File: src/rtl/mips_multicycle_ctrl.sv
// mips_multicycle_ctrl: multicycle MIPS control FSM driving ALU, memory, register file and PC strobes
module mips_multicycle_ctrl (
  input  logic        clk,
  input  logic        reset_n,
  input  logic [31:0] instr,
  input  logic        alu_flag,
  input  logic        mem_waitrequest,
  input  logic        pc_zero,
  output logic [4:0]  ALUControl,
  output logic        alu_src_a,
  output logic [1:0]  alu_src_b,
  output logic        imm_zext,
  output logic        iord,
  output logic        mem_read,
  output logic        mem_write,
  output logic        ir_write,
  output logic        pc_write,
  output logic [1:0]  pc_src,
  output logic        reg_write,
  output logic [1:0]  reg_dst,
  output logic        mem_to_reg,
  output logic        active,
  output logic        fault
);
  typedef enum logic [2:0] {IDLE, FETCH, DECODE, EXEC, MEM, WB, HALT, FAULT} state_t;
  localparam logic [4:0] AND_OP = 5'b00000, OR_OP = 5'b00001, ADD_OP = 5'b00010, XOR_OP = 5'b00011,
                         SLL_OP = 5'b00100, SRL_OP = 5'b00101, SUBU_OP = 5'b00110, SLT_OP = 5'b00111,
                         SRA_OP = 5'b01000, SLTU_OP = 5'b01001, EQ_OP = 5'b01010, JADD_OP = 5'b01101,
                         PASS_OP = 5'b01110;
  state_t state;
  logic [5:0] op, fn;
  logic [4:0] r_op, i_op;
  logic r_ok, i_alu, is_r, is_jr, is_lw, is_sw, is_br, is_j, is_jal, ok;
  logic unused_fields;
  assign op = instr[31:26];
  assign fn = instr[5:0];
  assign unused_fields = ^instr[25:6];
  assign is_r = op == 6'h00;
  assign is_jr = is_r && fn == 6'h08;
  assign is_lw = op == 6'h23;
  assign is_sw = op == 6'h2B;
  assign is_br = op == 6'h04 || op == 6'h05;
  assign is_j = op == 6'h02;
  assign is_jal = op == 6'h03;
  assign ok = (is_r && (r_ok || is_jr)) || i_alu || is_lw || is_sw || is_br || is_j || is_jal;
  // ALU operation selected by R-type funct and by I-type ALU opcode
  always_comb begin
    r_ok = is_r;
    r_op = ADD_OP;
    case (fn)
      6'h21: r_op = ADD_OP;
      6'h23: r_op = SUBU_OP;
      6'h24: r_op = AND_OP;
      6'h25: r_op = OR_OP;
      6'h26: r_op = XOR_OP;
      6'h00: r_op = SLL_OP;
      6'h02: r_op = SRL_OP;
      6'h03: r_op = SRA_OP;
      6'h2A: r_op = SLT_OP;
      6'h2B: r_op = SLTU_OP;
      default: r_ok = 1'b0;
    endcase
    i_alu = 1'b1;
    i_op = ADD_OP;
    case (op)
      6'h09: i_op = ADD_OP;
      6'h0A: i_op = SLT_OP;
      6'h0B: i_op = SLTU_OP;
      6'h0C: i_op = AND_OP;
      6'h0D: i_op = OR_OP;
      6'h0E: i_op = XOR_OP;
      default: i_alu = 1'b0;
    endcase
  end
  // state sequencing; HALT and FAULT are left only through reset
  always_ff @(posedge clk or negedge reset_n)
    if (!reset_n) state <= IDLE;
    else
      case (state)
        IDLE:    state <= FETCH;
        FETCH:   state <= pc_zero ? HALT : mem_waitrequest ? FETCH : DECODE;
        DECODE:  state <= ok ? EXEC : FAULT;
        EXEC:    state <= (is_lw || is_sw) ? MEM : (r_ok || i_alu || is_jal) ? WB : FETCH;
        MEM:     state <= mem_waitrequest ? MEM : is_lw ? WB : FETCH;
        WB:      state <= FETCH;
        default: state <= state;
      endcase
  // control outputs decoded from state so reset drops every strobe at once
  always_comb begin
    ALUControl = AND_OP;
    alu_src_a = 1'b0;
    alu_src_b = 2'b00;
    imm_zext = 1'b0;
    iord = 1'b0;
    mem_read = 1'b0;
    mem_write = 1'b0;
    ir_write = 1'b0;
    pc_write = 1'b0;
    pc_src = 2'b00;
    reg_write = 1'b0;
    reg_dst = 2'b00;
    mem_to_reg = 1'b0;
    active = 1'b0;
    fault = 1'b0;
    case (state)
      FETCH: begin
        active = 1'b1;
        mem_read = !pc_zero;
        if (!pc_zero && !mem_waitrequest) begin
          ir_write = 1'b1;
          ALUControl = ADD_OP;
          alu_src_b = 2'b01;
          pc_write = 1'b1;
        end
      end
      DECODE: begin
        active = 1'b1;
        ALUControl = JADD_OP;
        alu_src_b = 2'b11;
      end
      EXEC: begin
        active = 1'b1;
        if (r_ok) begin
          ALUControl = r_op;
          alu_src_a = 1'b1;
        end else if (i_alu) begin
          ALUControl = i_op;
          alu_src_a = 1'b1;
          alu_src_b = 2'b10;
          imm_zext = op[5:2] == 4'b0011;
        end else if (is_lw || is_sw) begin
          ALUControl = ADD_OP;
          alu_src_a = 1'b1;
          alu_src_b = 2'b10;
        end else if (is_br) begin
          ALUControl = EQ_OP;
          alu_src_a = 1'b1;
          pc_src = 2'b01;
          pc_write = alu_flag ^ op[0];
        end else if (is_j || is_jal) begin
          pc_write = 1'b1;
          pc_src = 2'b10;
        end else if (is_jr) begin
          ALUControl = PASS_OP;
          alu_src_a = 1'b1;
          pc_write = 1'b1;
        end
      end
      MEM: begin
        active = 1'b1;
        iord = 1'b1;
        mem_read = is_lw;
        mem_write = is_sw;
      end
      WB: begin
        active = 1'b1;
        reg_write = 1'b1;
        reg_dst = is_r ? 2'b01 : is_jal ? 2'b10 : 2'b00;
        mem_to_reg = is_lw;
        ALUControl = is_jal ? PASS_OP : AND_OP;
      end
      FAULT: fault = 1'b1;
      default: ;
    endcase
  end
endmodule

File: config.mk
export PLATFORM = sky130hd
export DESIGN_NAME = mips_multicycle_ctrl
export DESIGN_NICKNAME = d
export VERILOG_FILES = /design/src/rtl/mips_multicycle_ctrl.sv
export SDC_FILE = /design/constraint.sdc
export NUM_CORES = 1
export LEC_CHECK = 0
export ABC_CLOCK_PERIOD_IN_PS = 3360
export CAP_MARGIN = 20
export CELL_PAD_IN_SITES_DETAIL_PLACEMENT = 0
export CELL_PAD_IN_SITES_GLOBAL_PLACEMENT = 2
export CORE_ASPECT_RATIO = 1.4
export CORE_MARGIN = 2
export CORE_UTILIZATION = 33
export CTS_CLUSTER_SIZE = 16
export DETAILED_ROUTE_END_ITERATION = 7
export DONT_BUFFER_PORTS = 1
export PLACE_DENSITY = 0.84
export SLEW_MARGIN = 30
export SYNTH_ARGS = -nofsm -noshare
export SYNTH_HDL_FRONTEND = slang
export SYNTH_SLANG_ARGS = --single-unit
File: constraint.sdc
create_clock -name clk -period 3.36 [get_ports clk]
set_input_delay 0.672 -clock clk [delete_from_list [all_inputs] [get_ports clk]]
set_output_delay 0.672 -clock clk [all_outputs]
set_load 0.01 [all_outputs]
==> key figures <==
Outcome
  – Outcome: complete, no violations

Placement
  – Port Buf Inserts: 0
  – Placed cell count: between 150 and 200
  – Gpl congestion: approximately 0.91
  – DP HPWL: 2284 microns
  – Post-Place Worst Slack: ~0.75 ns

Min path
  – HP Class: in -> async

Die
  – Die height: a little under 70 microns
  – Die width: 50.72 microns
  – Initial core utilization: 0.3504
  – Core ar.: around 0.0029 sq mm
  – Row Count: 23
  – Die area: 0.003520 sq mm
  – Num ports: 59

Critical path
  – WP buf/inv: 1
  – CP dominant cell by count: nand2b_1
  – Delay-heaviest family, CP: simple AND/OR/NAND/NOR gates
  – Startpoint Class: register
  – Arrival @ worst endpoint: 2.01 ns
  – Critical-path top delay cell: dfrtp_1
  – Crit-path max cell delay: ~0.6 ns
  – CP cell instances: nand2b_1, nor4_1, buf_4, nand2b_1
  – CP Launch Point: state[0]
  – Critical Path RT: between 2 and 3 ns
  – R2r startpoint: state[1]
  – Crit path max fanout: 15
  – Crit path kind: reg -> out
  – Worst Setup End Kind: output port

Clock tree
  – Clk Latency, worst-skew pair: roughly 0.22 ns
  – Post-CTS Resized: 0
  – Inserted Clock Buffers: 3
  – CTS tree: yes
  – CTS root buffer: clkbuf_8
  – Clock H-tree levels: 1
  – CTS Buffer Depth: 2
  – CTS sink cnt: 3
  – Clk pin slew, worst setup/hold paths: 0.03 ns
  – Post-CTS Hold Fix Bufs: 0
  – Post-CTS Setup Inserts: 0

Detailed routing
  – Via-to-Cell Ratio: 6.060
  – Routed length per instance: 15.99 microns
  – Drt initial violations: 27
  – Number of remaining DRC errors: 0
  – Post-route ant nets: 0
  – Drt pass-1 iters: 4
  – Overall via count from detail_route: 1115
  – Routed wire length: between 2000 and 3000 microns

Synthesis
  – Post-Syn Area: approximately 0.001 sq mm
  – Syn avg cell area: about 6.4 sq um
  – Ys Warns: 0
  – Number of distinct library cells after synthesis: 46
  – Largest area contributor in the netlist: dfrtp_1
  – Most used DFF post-synth: dfrtp_1
  – Seq cells post-synth: 3
  – Synth area leaders: dfrtp_1 (7.4%), nand2b_1 (7.4%), nand2_1 (6.0%)
  – Post-synth EDFFs: 0
  – Syn Nets: just under 200
  – Seq/Total Area, Yosys: 0.07444
  – Async set-reset flop share out of synthesis: 1.000
  – Share of the synthesized area in the top cell type: 0.07444
  – Gate count after technology mapping: roughly 160

STA
  – Final hold violation count: 0
  – Max Freq: 0.3723 GHz
  – Tmin final: around 2.7 ns
  – Slew @ Worst Pin: around 0.66 ns
  – Max Transition Viols Final: 0
  – Setup violators final: 0
  – Final critical-path share of the clock period: 0.7994
  – Max-slew headroom: 0.5551
  – Setup TNS: 0 ns
  – RSZ-0062 raised after global routing: false
  – Fin Clk Skew: ~0.0036 ns
  – Hold WS: 0.1510 ns
  – Final setup margin: a little under 0.7 ns

Global route
  – First-pass GRT wire length: roughly 4800 microns
  – GRT Util Overall: 0.1681
  – Largest net degree at the start of global routing: 19
  – Vias in the first global route: approximately 1100
  – Antenna violations before repair: 0
  – GRT Residual Overflow: 0

Finish
  – Fillers: 339
  – Layout area overhead: 1.365%
  – Final Non-Filler Cells: roughly 180
  – Top Registers: state x3
  – Area of the multi-input gates: 833.3 sq um
  – Sequential standard cell area: between 70 and 80 sq um
  – Layout cells sized above 1: 0.08163
  – Max reg flops: 3
  – Reg with most FFs: state
  – Antenna cell count: 0
  – Final #Nets: ~190

Pwr
  – Worst VDD drop: roughly 0.22 mV
  – Final Power: between 0.4 and 0.5 mW
  – Pwr dens: 458.5 mW/mm^2
  – Lkg Pwr: between 0.3 and 0.4 nW

Run
  – Max_cap viols: 0
-- per-layer routing --
layer / global-route usage / up-vias / share of wire
met2: 0.2851 / 41 / 0.50
li1: - / 560 / -
met4: 0.05105 / 0 / 0.011
met3: 0.04310 / 4 / 0.085
met5: 0 / - / 0
met1: 0.2037 / 510 / 0.41
-- synth_stat cells (all sizes together), types with 2 or more instances --
library cell	number
a21o	3
o22a	2
nand2	16
and4bb	2
o32ai	3
a31oi	4
nor2b	5
xor2	3
nor2	16
clkbuf	5
o2bb2ai	2
nand3b	2
and3	4
o21ai	7
nor4	8
o31ai	2
and2	2
nor3	12
dfrtp	3
nand3	3
inv	4
nor3b	3
a21oi	12
nand2b	12
buf	10
-- through the flow --
step	util	cell area, sq um
final	0.3552	1022
after detailed placement	0.3396	977.2
after global placement	0.3396	977.2
after CTS	0.3552	1022
after floorplan	-	1008
after global routing	0.3552	1022
-- final timing paths --
kind                                 to  slack (ns)  depth (start not counted)
setup / recovery           alu_src_b[0]        0.67                          4
hold / removal                 state[0]        0.15                          0
setup reg to reg               state[2]        1.85                          4
hold reg to reg                state[0]        0.77                          2
max in group asynchronous      state[1]        3.14                          0
min in group clk               state[0]        0.76                          3
-- logic make-up (layout without fill, tap and decap cells) --
logic type,Yosys count,in the layout,share of synthesized area
XOR/XNOR,3,3,0.02606
buffers and inverters,19,9,0.09925
AO/OA/AOI/OAI,45,45,0.3189
flip-flops,3,3,0.07444
other,1,1,0.003719
AND/OR/NAND/NOR,86,86,0.4777
-- report_power, final --
part / total (mW) / internal [mW] / leakage, nW / switching, mW
logic: 0.257 / 0.106 / 0.309 / 0.151
registers: 0.106 / 0.0532 / 0.0355 / 0.0532
clock network: 0.105 / 0.0810 / 0.0228 / 0.0243
-- cells in the final DEF (no fill, tap or decap), drive strengths merged, types with 2 or more instances in the layout --
cell type and instances:
and4bb 2, o21ai 7, o22a 2, xor2 3, nor2 16, nand2b 12, nand2 16, a21oi 12
clkbuf 4, o31ai 2, nand3b 2, and2 2, nor2b 5, dfrtp 3, nor4 8, a31oi 4
o32ai 3, and3 4, a21o 3, inv 4, nand3 3, o2bb2ai 2, nor3b 3, nor3 12
-- worst register-to-register path: cells and delay by family (launching register included) --
kind | cells | cell delay [ns]
DFF | 1 | 0.56
AOI/OAI and AO/OA | 2 | 0.45
and+or+nand+nor | 2 | 0.43
-- cell type report --
cell class	count	share of cell area
clock buffers	4	0.04406
inverters	4	0.01469
multi-input cells	135	0.8152
flip-flops and latches	3	0.07344
well taps	37	0.04529
repair buffers	1	0.007344
Power figures use the tool's default switching activity.
